`src/rtl/tlc_receiver.sv`:
```
`default_nettype none
// ============================================================================
//  Module   : tlc_receiver
//  Purpose  : Receiver model of a serial grayscale/dot-correction LED driver.
//             Captures the led_* serial bus with rising-edge detection, latches
//             grayscale or dot-correction words on xlat, and produces
//             per-channel PWM from a saturating grayscale counter.
//  Options  : TLC_RECEIVER_SOUT_EN - enables the registered daisy-chain output.
//             Without it, sout is tied to 0 and no extra register exists.
//  Revision : 1.0 - initial release
// ============================================================================
module tlc_receiver #(
  parameter int CHANNELS = 16,
  parameter int GS_BITS  = 12,
  parameter int DC_BITS  = 6
) (
  input  logic                          clock,
  input  logic                          reset,
  input  logic                          led_sclk,
  input  logic                          led_sin,
  input  logic                          led_xlat,
  input  logic                          led_mode,
  input  logic                          led_blank,
  input  logic                          led_gsclk,
  output logic [CHANNELS-1:0]           pwm_out,
  output logic [CHANNELS*GS_BITS-1:0]   gs_data,
  output logic [CHANNELS*DC_BITS-1:0]   dc_data,
  output logic [GS_BITS-1:0]            gs_count,
  output logic [7:0]                    latch_count,
  output logic                          sout
);

  localparam int                 c_sr_bits = CHANNELS * GS_BITS;
  localparam int                 c_dc_bits = CHANNELS * DC_BITS;
  localparam logic [GS_BITS-1:0] c_gs_max  = '1;

  logic                    r_sclk_prev;
  logic                    r_xlat_prev;
  logic                    r_gsclk_prev;
  logic                    r_armed;
  logic [c_sr_bits-1:0]    r_shift;
  logic [c_sr_bits-1:0]    r_gs;
  logic [c_dc_bits-1:0]    r_dc;
  logic [GS_BITS-1:0]      r_gs_count;
  logic [CHANNELS-1:0]     r_pwm;
  logic [7:0]              r_latch_count;

  logic                    w_sclk_rise;
  logic                    w_xlat_rise;
  logic                    w_gsclk_rise;
  logic [CHANNELS-1:0]     w_below;

  // r_armed masks the first cycle after reset: the previous-value registers
  // were forced to 0 then, so a line already high is not mistaken for an edge.
  assign w_sclk_rise  = r_armed & led_sclk  & ~r_sclk_prev;
  assign w_xlat_rise  = r_armed & led_xlat  & ~r_xlat_prev;
  assign w_gsclk_rise = r_armed & led_gsclk & ~r_gsclk_prev;

  // Single-stage history of the bus strobes for rising-edge detection.
  always_ff @(posedge clock) begin
    if (reset) begin
      r_sclk_prev  <= 1'b0;
      r_xlat_prev  <= 1'b0;
      r_gsclk_prev <= 1'b0;
      r_armed      <= 1'b0;
    end else begin
      r_sclk_prev  <= led_sclk;
      r_xlat_prev  <= led_xlat;
      r_gsclk_prev <= led_gsclk;
      r_armed      <= 1'b1;
    end
  end

  // Serial input shift register, MSB first; oldest bits fall off the top.
  always_ff @(posedge clock) begin
    if (reset) begin
      r_shift <= '0;
    end else if (w_sclk_rise) begin
      r_shift <= {r_shift[c_sr_bits-2:0], led_sin};
    end
  end

  // Latch on xlat; reads the pre-shift contents even with a concurrent sclk.
  always_ff @(posedge clock) begin
    if (reset) begin
      r_gs          <= '0;
      r_dc          <= '0;
      r_latch_count <= 8'd0;
    end else if (w_xlat_rise) begin
      if (led_mode) begin
        r_dc <= r_shift[c_dc_bits-1:0];
      end else begin
        r_gs <= r_shift;
      end
      r_latch_count <= r_latch_count + 8'd1;
    end
  end

  // Grayscale counter: cleared by blank, saturates at full scale.
  always_ff @(posedge clock) begin
    if (reset || led_blank) begin
      r_gs_count <= '0;
    end else if (w_gsclk_rise && (r_gs_count != c_gs_max)) begin
      r_gs_count <= r_gs_count + GS_BITS'(1);
    end
  end

  for (genvar n = 0; n < CHANNELS; n++) begin : g_pwm_cmp
    assign w_below[n] = (r_gs_count < r_gs[n*GS_BITS +: GS_BITS]);
  end

  // PWM outputs trail the counter by one clock and are forced off by blank.
  always_ff @(posedge clock) begin
    if (reset || led_blank) begin
      r_pwm <= '0;
    end else begin
      r_pwm <= w_below;
    end
  end

`ifdef TLC_RECEIVER_SOUT_EN
  logic r_sout;

  // Daisy-chain output: the bit pushed out of the top by each sclk edge.
  always_ff @(posedge clock) begin
    if (reset) begin
      r_sout <= 1'b0;
    end else if (w_sclk_rise) begin
      r_sout <= r_shift[c_sr_bits-1];
    end
  end

  assign sout = r_sout;
`else
  assign sout = 1'b0;
`endif

  assign pwm_out     = r_pwm;
  assign gs_data     = r_gs;
  assign dc_data     = r_dc;
  assign gs_count    = r_gs_count;
  assign latch_count = r_latch_count;

endmodule
`default_nettype wire

```
`config.mk`:
```
export PLATFORM = sky130hd
export DESIGN_NAME = tlc_receiver
export DESIGN_NICKNAME = d
export VERILOG_FILES = /design/src/rtl/tlc_receiver.sv
export SDC_FILE = /design/constraint.sdc
export NUM_CORES = 1
export LEC_CHECK = 0
export BUFFER_PORTS_ARGS = -buffer_cell sky130_fd_sc_hd__buf_2
export CORE_MARGIN = 5
export CORE_UTILIZATION = 60
export DETAILED_ROUTE_END_ITERATION = 6
export HOLD_SLACK_MARGIN = 0.03
export PLACE_DENSITY = 0.83
export SKIP_LAST_GASP = 1
export SLEW_MARGIN = 10
export SYNTH_ARGS = -nofsm -noshare
export SYNTH_HDL_FRONTEND = slang
export SYNTH_SLANG_ARGS = --single-unit
export TNS_END_PERCENT = 5
```
`constraint.sdc`:
```
create_clock -name clock -period 6.1 [get_ports clock]
set_input_delay 0.305 -clock clock [delete_from_list [all_inputs] [get_ports clock]]
set_output_delay 0.305 -clock clock [all_outputs]
set_load 0.005 [all_outputs]
```
# Word level (Yosys, flattened, before mapping)
# Index checks and enable logic that the tools add are counted.
# word_totals
reg_bits,520
latchBits,0
mem_bits_rw,0
rom_bits,0
input_bits,8
output_inout_bits,325
word_cells,44
memories,0
# classes
n_addsub,2
n_mul,0
n_div,0
magnitude_cmp,16
eq_ne,1
shift,0
n_mux,1
n_bitwise,10
n_reduce_logical,4
# ops
op,n
$lt A12 B12 Y1,16
$add A12 B1 Y12 const B,1
$ne A12 B12 Y1 const B,1
$add A8 B1 Y8 const B,1
$and A1 B1 Y1,6
$not A1 Y1,4
$reduce_and A2 Y1,2
$logic_and A1 B1 Y1,1
$logic_or A1 B1 Y1,1
$mux W1,1

# Logic depth before layout (Yosys ltp)
# logic_depth
ltp_word,3
depth_mapped,8
mapped_depth_nobuf,6

# Worst setup path before layout
# Ideal clock, no wire load.
# synth_timing
path_type,reg2reg
startpoint,reg r_gs_count[1] (netlist: gs_count[1])
endpoint,reg r_gs_count[1] (netlist: gs_count[1])
setup_ns,0.128
t_arrival_ns,1.983
required_ns,5.972
slack_ns,3.989
stages_incl_launch_ff,7
path_buffers,1
synth_period_minus_slack_ns,2.111
path_cell_list,dfxtp_1 > ha_1 > nand2_1 > o41ai_1 > buf_2 > mux2i_1 > nor2_1
# synth_via
elab_chain_len,2
word_cells_on_any_way,3
classes_between,add/sub (1); eq/ne (1); reduce/logical (1)
# synth_lines
element,line_no,text
from (decl),44,logic [GS_BITS-1:0] r_gs_count;
from (signal assigned),104,r_gs_count <= r_gs_count + GS_BITS'(1);
branches (longest 2 deep; another with $add A12 B1 Y12),-,
# Parallel ways; which one is timed is not known.
# A chain may end at the register's enable or synchronous reset.

# Worst setup path after layout
# Same ends and word-level chain as after synthesis.

==> out/metrics.yaml <==
global_route:
  grt_remaining_overflow: 0
  grt_max_degree: 201
  grt_first_pass_wirelength_mm: 99.53
  grt_use_met3_pct: 7.541
  grt_use_total_pct: 29.40
  gr-max-usage-layer: "met2"
  grt_antenna_before_repair: 0
  gr-usage-met2_pct: 50.25
  use_met1_pct: 34.77
  first_global_vias: 19470
cts:
  cts_sinks: 520
  cts_resized: 0
  clk_latency_ns: 0.59
  cts_tree: "done"
  clockBufferDepth: 3
  htree_levels: 2
  cts_root_buf: "clkbuf_16"
  numCtsBuffers: 51
  clk_pin_slew_ns: 0.06
sta:
  fin_crit_sh_pct: 48.37
  clock.fmax_mhz: 338.9
  tns_ns: 0
  setup_violations: 0
  worstMarginPinSlew_ns: 1.249
  finalHoldViolCount: 0
  slew_headroom_pct: 16.76
  worst_slack_ns: 3.150
  finalMaxSlewViolations: 0
  rsz0062_at_grt: "no"
  skew_ns: 0.01726
  fin_crit_ns: 2.950
floorplan:
  coreArea_um2: 36520
  ios: 333
  chipWidth_um: 202.0
  num_rows: 70
  start_util_pct: 60.58
  die_area_um2: 40820
  fp.dieH_um: 202.0
run:
  drv_cap: 0
synth:
  seq_area_frac_synth_pct: 47.05
  ys_seq_elements: 520
  synth_cell_types: 45
  syn_avg_cell_area_um2: 7.891
  synth_area_leader_cell: "dfxtp_1"
  ys.flop_type: "dfxtp_1"
  synth_area_um2: 22120
  synth_top_area_share_pct: 47.05
  yosys_warnings: 0
  synth.area.top_cells: "dfxtp_1, nand2_1, a21oi_1, ha_1, inv_1"
  syn_inst: 2804
  synth-edff-count: 0
  async_reset_ff_share_pct: 0
  syn-num-nets: 2990
setup_path:
  cp.arrival_ns: 3.39
  end_kind: "flip-flop"
  reg2reg_slack_ns: 3.15
  cp_max_fo: 22
  critical_path_class: "reg -> reg"
  regToRegEndpoint: "gs_count[1]$_SDFFE_PP0P_"
  required_ns: 6.54
  cp-endpoint: "gs_count[1]$_SDFFE_PP0P_"
  reg2regPathDepth: 6
  start_kind: "flip-flop"
  rr_startpoint: "gs_count[1]$_SDFFE_PP0P_"
  setup.worst_path.start: "gs_count[1]$_SDFFE_PP0P_"
power_and_ir_drop:
  powerDensity_nw_per_um2: 269.1
  p_sw_uw: 1485
  combPwrFrac_pct: 2.5
  clkPwrFrac_pct: 48.3
  pwr-share-seq_pct: 49.2
  leakage_uw: 0.01040
  p_int_uw: 5429
  switching_share_pct: 21.48
  peakVddDrop_mv: 0.2173
placed_design:
  place.gp.congestion: 0.8223
  port_buffers: 331
  hpwlAfterDp_mm: 39.27
  dp_slack_ns: 3.175
route:
  final_antenna_net_count: 0
  drt_iter0_drc: 1409
  wl_per_cell_um: 17.72
  routed_via_density: 5.685
  remaining_drc_errors: 0
  dr_total_vias: 20130
  first_pass_iters: 6
  routed_wl_mm: 62.75
cells_and_area:
  fill_cells: 2817
  fin_nets: 3220
  drive_gt1_share_pct: 14.55
  area_growth_syn_to_layout_pct: 16.11
  fin_util_pct: 70.34
  num_antenna_cells: 0
run_status:
  outcome: "complete, no violations"
worst_hold_path:
  holdCritPathClass: "in -> reg"
layout make-up:
type / instances / area [µm²] / share of cell area [%]
Clock buffer: 70 / 1458 / 5.674
Clock inverter: 22 / 325.3 / 1.266
Inverter: 195 / 732.0 / 2.849
Multi-Input combinational cell: 1920 / 10350 / 40.28
Sequential cell: 520 / 10430 / 40.58
Tap cell: 468 / 585.6 / 2.279
Timing Repair Buffer: 346 / 1817 / 7.072
critical path: stages, from the launching register on:
cell and delay, ns:
dfxtp_2 0.85, ha_1 0.37, nand2_1 0.15, o41ai_1 0.90, buf_4 0.28, mux2i_1 0.20
nor2_1 0.05
synthesized netlist by cell type, types with 2 or more instances:
master and count:
nand2_1 971, xnor2_1 3, buf_4 3, a21o_1 64
mux2i_1 2, a221oi_1 16, nand4_1 37, dfxtp_1 520
buf_2 21, a2111o_1 16, or3_1 2, o21a_1 18
inv_1 195, nor2b_1 3, nand3b_1 3, and2_1 2
ha_1 178, nor4_1 4, nor3_1 5, a21oi_1 502
a211oi_1 16, o31ai_1 2, clkbuf_1 136, o21ai_0 18
xor2_1 4, or2_2 2, nor2_1 14, nand2b_1 17
buf_1 9, and3b_1 2, nand3_1 5
layer usage:
layer | part of all wire [%] | up-vias
li1 | - | 9653
met1 | 39 | 9497
met2 | 48 | 786
met3 | 8.1 | 193
met4 | 4.4 | 0
met5 | 0 | -
power groups by stage:
stage / logic, µW / registers, µW / clock network (µW)
floorplan: 130 / 3480 / 0
global placement: 163 / 3480 / 0
finish: 171 / 3400 / 3340
detailed placement: 165 / 3480 / 0
CTS: 169 / 3400 / 3370
global route: 185 / 3400 / 3520
state kept, by name (all words and copies together), names as in the netlist:
signal        cells
dc_data          96
gs_count         12
gs_data         192
latch_count       8
pwm_out          16
r_armed           1
r_gsclk_prev      1
r_sclk_prev       1
r_shift         192
r_xlat_prev       1
logic make-up (layout without fill, tap and decap cells):
family | count (synthesis) | in the layout | synth area share, %
DFF | 520 | 520 | 47.05
xor gates and xnor gates | 7 | 7 | 0.2771
adders and majority gates | 178 | 178 | 10.07
buffers and inverters | 364 | 633 | 6.345
muxes | 2 | 2 | 0.09049
AOI/OAI and AO/OA | 660 | 660 | 16.92
other | 1 | 1 | 0.01695
and+or+nand+nor | 1072 | 1072 | 19.23
stage by stage:
| step | instances | instance area (µm²) | hold slack (ns) | total power, µW |
|---|---|---|---|---|
| final | 3541 | 25690 | 0.2873 | 6914 |
| after global routing | 3541 | 25690 | 0.3441 | 7110 |
| after CTS | 3541 | 25690 | 0.2963 | 6945 |
| after detailed placement | 3444 | 23860 | 0.4451 | 3644 |
| after global placement | 3444 | 23860 | 0.4421 | 3642 |
| after floorplan | 2804 | 22130 | 0.4321 | 3606 |
cell usage in the layout, fill, tap and decap left out, types with 4 or more instances in the layout:
master,netlist,layout
inv_1,195,195
nand3_1,5,5
nor3_1,5,5
a211oi_1,16,16
dlygate4sd3_1,0,5
o21ai_0,18,18
dfxtp_2,0,12
o21a_1,18,18
ha_1,178,178
a221oi_1,16,16
nand4_1,37,37
a21o_1,64,64
buf_2,21,330
buf_4,3,8
a2111o_1,16,16
nand2b_1,17,16
nor4_1,4,4
nor2_1,14,12
dfxtp_1,520,508
a21oi_1,502,502
clkbuf_16,0,51
clkinv_2,0,10
clkbuf_8,0,11
xor2_1,4,4
nand2_1,971,970
clkbuf_1,136,8
bufinv_16,0,8
what timing repair did:
action                    in CTS  in global routing
hold endpoints to repair       5                  0
buffers inserted               0                  0
hold buffers                   5                  0
worst min path at each step:
stage / from / end / slack [ns] / cells past startpoint
final: reset / gs_data[147]$_SDFFE_PP0P_ / 0.29 / 2
after global routing: reset / r_shift[148]$_SDFFE_PP0P_ / 0.34 / 2
after CTS: reset / r_shift[149]$_SDFFE_PP0P_ / 0.30 / 2
after detailed placement: dc_data[84]$_SDFFE_PP0P_ / dc_data[84]$_SDFFE_PP0P_ / 0.45 / 2
after global placement: dc_data[59]$_SDFFE_PP0P_ / dc_data[59]$_SDFFE_PP0P_ / 0.44 / 2
after floorplan: r_shift[191]$_SDFFE_PP0P_ / gs_data[191]$_SDFFE_PP0P_ / 0.43 / 2
(Power assumes the default switching activity.)
